`src/rtl/bpred_pkg.sv`:
```
// Shared definitions for the branch predictor: mode constants, the counter
// reset value and the branch target buffer entry layout.
package bpred_pkg;

    localparam int MODE_BIMODAL = 0;
    localparam int MODE_GSHARE  = 1;

    // Field widths cover the widest legal tag (IDX_W >= 1 leaves <= 29 bits).
    localparam int BTB_TAG_BITS = 30;
    localparam int BTB_TGT_BITS = 30;

    typedef struct packed {
        logic                    valid;
        logic [BTB_TAG_BITS-1:0] tag;
        logic [BTB_TGT_BITS-1:0] target;
    } btb_entry_t;

    // Weakly-not-taken: one below the counter midpoint.
    function automatic int cnt_reset(input int w);
        return (1 << (w - 1)) - 1;
    endfunction

endpackage

```
`src/rtl/sat_counter.sv`:
```
// Up/down saturating counter. It holds at all-ones and at zero and never wraps.
module sat_counter #(
    parameter int           W    = 2,
    parameter logic [W-1:0] INIT = '0
) (
    input  logic         clk,
    input  logic         rst,
    input  logic         en,
    input  logic         inc,
    output logic [W-1:0] cnt
);

    localparam logic [W-1:0] ONE = W'(1);

    always_ff @(posedge clk) begin
        if (rst) begin
            cnt <= INIT;
        end else if (en) begin
            if (inc) begin
                if (cnt != '1) cnt <= cnt + ONE;
            end else begin
                if (cnt != '0) cnt <= cnt - ONE;
            end
        end
    end

endmodule

```
`src/rtl/bpred_table.sv`:
```
// Branch predictor: a PHT of saturating counters plus a tagged direct-mapped BTB.
// Lookup is combinational and runs in parallel with the non-speculative update from ID.
module bpred_table
    import bpred_pkg::*;
#(
    parameter int IDX_W  = 6,
    parameter int CNT_W  = 2,
    parameter int TAG_W  = 8,
    parameter int GHR_W  = 6,
    parameter int MODE   = 0,
    parameter int PERF_W = 32
) (
    input  logic              i_clk,
    input  logic              rst,
    input  logic              stall,
    input  logic [29:0]       lk_pc,
    output logic              lk_hit,
    output logic              lk_taken,
    output logic [29:0]       lk_target,
    output logic [IDX_W-1:0]  lk_idx,
    input  logic              up_valid,
    input  logic [29:0]       up_pc,
    input  logic [IDX_W-1:0]  up_idx,
    input  logic              up_taken,
    input  logic [29:0]       up_target,
    input  logic              up_mispred,
    output logic [GHR_W-1:0]  ghr,
    output logic [PERF_W-1:0] perf_br,
    output logic [PERF_W-1:0] perf_mis
);

    localparam int                N        = 1 << IDX_W;
    localparam logic [CNT_W-1:0]  CNT_INIT = CNT_W'(cnt_reset(CNT_W));
    localparam logic [PERF_W-1:0] P_ONE    = PERF_W'(1);

    // Update handshake: up_valid is the only qualifier and stall acts as the
    // not-ready side. A branch is consumed on the edge where up_valid && !stall.
    logic upd;
    assign upd = up_valid && !stall;

    logic [CNT_W-1:0] pht [N];

    for (genvar i = 0; i < N; i++) begin : g_pht
        sat_counter #(
            .W    (CNT_W),
            .INIT (CNT_INIT)
        ) u_cnt (
            .clk (i_clk),
            .rst (rst),
            .en  (upd && (up_idx == IDX_W'(i))),
            .inc (up_taken),
            .cnt (pht[i])
        );
    end

    btb_entry_t       btb [N];
    logic [IDX_W-1:0] wr_idx;
    logic [TAG_W-1:0] wr_tag;

    assign wr_idx = up_pc[IDX_W-1:0];
    assign wr_tag = up_pc[IDX_W+TAG_W-1:IDX_W];

    // Only taken branches allocate; a taken write evicts whatever aliased there.
    always_ff @(posedge i_clk) begin
        if (rst) begin
            for (int k = 0; k < N; k++) btb[k].valid <= 1'b0;
        end else if (upd && up_taken) begin
            btb[wr_idx].valid  <= 1'b1;
            btb[wr_idx].tag    <= BTB_TAG_BITS'(wr_tag);
            btb[wr_idx].target <= up_target;
        end
    end

    logic [GHR_W-1:0] ghr_q;

    if (MODE == MODE_GSHARE) begin : g_ghr
        always_ff @(posedge i_clk) begin
            if (rst) ghr_q <= '0;
            else if (upd) ghr_q <= (ghr_q << 1) | GHR_W'(up_taken);
        end
    end else begin : g_no_ghr
        assign ghr_q = '0;
    end

    assign ghr = ghr_q;

    always_ff @(posedge i_clk) begin
        if (rst) begin
            perf_br  <= '0;
            perf_mis <= '0;
        end else if (upd) begin
            if (perf_br != '1) perf_br <= perf_br + P_ONE;
            if (up_mispred && (perf_mis != '1)) perf_mis <= perf_mis + P_ONE;
        end
    end

    logic [IDX_W-1:0] lk_bidx;
    logic [TAG_W-1:0] lk_tag;
    btb_entry_t       lk_ent;

    assign lk_bidx = lk_pc[IDX_W-1:0];
    assign lk_tag  = lk_pc[IDX_W+TAG_W-1:IDX_W];
    assign lk_ent  = btb[lk_bidx];

    // Reads see pre-update state; a same-cycle update becomes visible next cycle.
    assign lk_idx    = (MODE == MODE_GSHARE) ? (lk_bidx ^ IDX_W'(ghr_q)) : lk_bidx;
    assign lk_hit    = lk_ent.valid && (lk_ent.tag[TAG_W-1:0] == lk_tag);
    assign lk_taken  = lk_hit && pht[lk_idx][CNT_W-1];
    assign lk_target = lk_hit ? lk_ent.target : '0;

    logic unused_bits;
    assign unused_bits = ^{lk_pc, up_pc, lk_ent.tag};

endmodule

```
`config.mk`:
```
export PLATFORM = sky130hd
export DESIGN_NAME = bpred_table
export DESIGN_NICKNAME = d
export VERILOG_FILES = /design/src/rtl/bpred_pkg.sv /design/src/rtl/sat_counter.sv /design/src/rtl/bpred_table.sv
export SDC_FILE = /design/constraint.sdc
export NUM_CORES = 2
export LEC_CHECK = 0
export ABC_CLOCK_PERIOD_IN_PS = 5150
export CORE_UTILIZATION = 50
export DETAILED_ROUTE_END_ITERATION = 7
export PLACE_DENSITY = 0.66
export SYNTH_ARGS = -nofsm -noshare
export SYNTH_HDL_FRONTEND = slang
export SYNTH_HIERARCHICAL = 1
export SYNTH_SLANG_ARGS = --single-unit
```
`constraint.sdc`:
```
create_clock -name i_clk -period 5.15 [get_ports i_clk]
set_input_delay 0.515 -clock i_clk [delete_from_list [all_inputs] [get_ports i_clk]]
set_output_delay 0.515 -clock i_clk [all_outputs]
set_load 0.005 [all_outputs]
```
==> metrics.csv <==
metric,value,unit
gr-usage-met3,4.641,%
fillCellCount,15360,
synth_top_area_share,68.61,%
crit_required,4640,ps
crit_chain,"mux4_2, a22o_1, a221oi_1, nor3_1, nor4_1, nor3_1, nor4b_4, clkbuf_16, buf_4, and3_1, clkdlybuf4s50_1",
critPathKind,register to output port,
slowest_delay,730,ps
cp-start-kind,register,
crit_arrival,4520,ps
io_buffers,171,
num_rows,168,
irDropWorstVdd,0.4163,mV
synth-simple-area-share,4.413,%
synth.distinct_cells,73,
cellPowerDensity,376.0,nW/um^2
drc_errors,0,
synth_edf_count,2432,
fin_crit_sh,97.85,%
antenna_found_initial,17,
post_dp_cell_area,113100,sq um
cellLeakagePower,38.28,nW
yosysTopAreaCell,edfxtp_1,
ys_seq_area_share,73.43,%
io_pins,210,
ys_seq_elements,2688,
drv_cap,0,
die_area,214700,sq um
grt_pass1_vias,54940,
clk_latency,930,ps
synth_warnings,6,
use_met1,36.31,%
fin_nets,5772,
dp_hpwl,143.2,mm
grt.overflow.total,0,
finalMaxSlewViolations,0,
synth_mux_area_share,16.82,%
grt_pass1_wl,402.4,mm
areaGrowthSynthToFinish,14.71,%
synth_top_family_by_area,multiplexers,
synth-compound-area-share,3.342,%
numCtsBuffers,290,
drive_gt1_share,28.16,%
top_usage_layer,met2,
grt_usage,26.39,%
hold_depth,2,
cp_max_fo,15,
ant_nets,0,
netlist_area,106400,sq um
die_width,463.4,um
synth_xor_area_share,0.4444,%
clock_skew,48.29,ps
yosys-top-cells-area,"edfxtp_1, mux4_2, dfxtp_1",
status,finished clean,
cp_slowest_cell,nor4_1,
synth_flop_cell,edfxtp_1,
fp.dieH,463.4,um
syn_inst,5275,
worst_path_most_repeated_cell,nor3_1,
period_minus_slack,5039,ps
gp_congestion,0.7990,
cts.sink_count,2688,
htreeDepth,5,
ys_async_sr_fraction,0,%
setup_viol,0,
core_area,210600,sq um
cts-root-buf,clkbuf_16,
postSynthAreaPerCell,20.18,sq um
start_util,50.53,%
clk_pin_slew,60,ps
stdcell_area,122100,sq um
synth-adder-area-share,0.02351,%
critPathCaptureType,output port,
drtPass1Iterations,5,
hold_class,input port to register,
final_hold_viol_count,0,
via_per_inst,6.399,
routed_wirelength,283.2,mm
fmax,198.4,MHz
gr-usage-met2,42.83,%
first_iter_violations,6881,
tightest_slew,1256,ps
reg2reg_depth,8,
grt_max_degree,193,
cts_tree,built,
clockBufferDepth,4,
slew_headroom,16.25,%
fin_setup_tns,0,ps
wl_per_cell,32.62,um
vias,55560,
==> placed cells by master (no fill, tap or decap), types with 66 or more instances in the layout <==
master           instances
buf_12                  80
nand2_1                149
o21ai_0                 80
clkdlybuf4s50_1        127
o22ai_1                 66
nand2b_1                66
mux4_2                 757
buf_4                  108
a22oi_1                102
mux2i_1                 78
nor2_1                 272
dfxtp_1                256
nor3_1                  80
edfxtp_1              2432
clkbuf_16              301
inv_1                   76
==> power breakdown <==
part | switching, W | total [W] | internal, W
clock network | 0.00822 | 0.0199 | 0.0116
registers | 0.0000606 | 0.0239 | 0.0238
logic | 0.00124 | 0.00214 | 0.000903
total | 0.00952 | 0.0459 | 0.0364
==> registers in the layout, indices dropped and copies added, names as in the netlist <==
name             flops
g_pht.u_cnt/cnt    128
perf_mis            32
btb               2496
perf_br             32
==> cell type report <==
type	count	area, sq um	share of cell area (%)
inverters	80	310.3	0.2542
clock buffers	351	7739	6.339
diodes	10	25.02	0.02050
flip-flops and latches	2688	78160	64.02
multi-input cells	2250	27190	22.27
clock inverters	140	1195	0.9787
well taps	2805	3510	2.875
repair buffers	358	3959	3.243
==> per-layer routing <==
metal,routed length (um),vias up,share of wire (%)
met4,9591,12,3.4
met2,138800,2685,49
li1,-,22630,-
met3,24590,549,8.7
met5,137,-,0.048
met1,110100,29680,39
==> kinds of logic (layout without fill, tap and decap cells) <==
kind of cell / after synthesis / count (layout)
other cells: 1 / 16
buf+inv: 342 / 929
flops: 2688 / 2688
fa+ha+maj: 2 / 2
compound gates: 460 / 460
mux: 841 / 841
simple gates: 887 / 887
xor+xnor: 54 / 54
==> path summary, 6_finish.rpt <==
kind / slack (ps) / end / startpoint
hold reg to reg: 460 / btb[38][38] / btb[38][38]
setup reg to reg: 2310 / perf_mis[27] / perf_mis[15]
hold / removal: 100 / g_pht[21].u_cnt/cnt[1] / rst
setup / recovery: 110 / lk_target[20] / btb[63][38]
==> through the flow <==
| stage | instances | worst slack (ps) | hold WS, ps | power (W) | utilization (%) |
|---|---|---|---|---|---|
| floorplan | 5280 | 1390 | 436.6 | 0.02563 | - |
| global placement | 8180 | 190.6 | 443.9 | 0.02646 | 53.68 |
| detailed placement | 8180 | 170.6 | 449.3 | 0.02651 | 53.68 |
| CTS | 8671 | 14.11 | 36.38 | 0.04617 | 57.93 |
| global route | 8677 | -19.20 | 87.56 | 0.04711 | 57.96 |
| finish | 8682 | 110.8 | 102.1 | 0.04590 | 57.96 |
==> critical path: cells and delay by family (launching register included) <==
kind	cells	cell delay, ps
AO/OA/AOI/OAI	2	660
buffers and inverters	3	890
flip-flops	1	310
multiplexers	1	470
AND/OR/NAND/NOR	5	1240
==> cell usage after synthesis, types with 31 or more instances <==
library cell	n
nand2_1	149
inv_1	77
a211oi_2	64
nand2b_1	66
o21ai_0	80
nor3_1	80
nor3b_2	64
clkbuf_1	145
mux4_2	757
mux2i_1	78
nor2_1	336
a22oi_1	102
and3_1	41
xor2_1	31
nand3_1	37
dfxtp_1	256
o22ai_1	66
buf_2	60
a21o_2	64
edfxtp_1	2432
==> timing repair <==
item / in CTS / in global routing
gates resized for setup: 4 / 3
pin swaps: 0 / 0
hold buffers: 0 / 0
setup endpoints to repair: 32 / 22
setup buffers: 0 / 1
(Power assumes the default switching activity.)
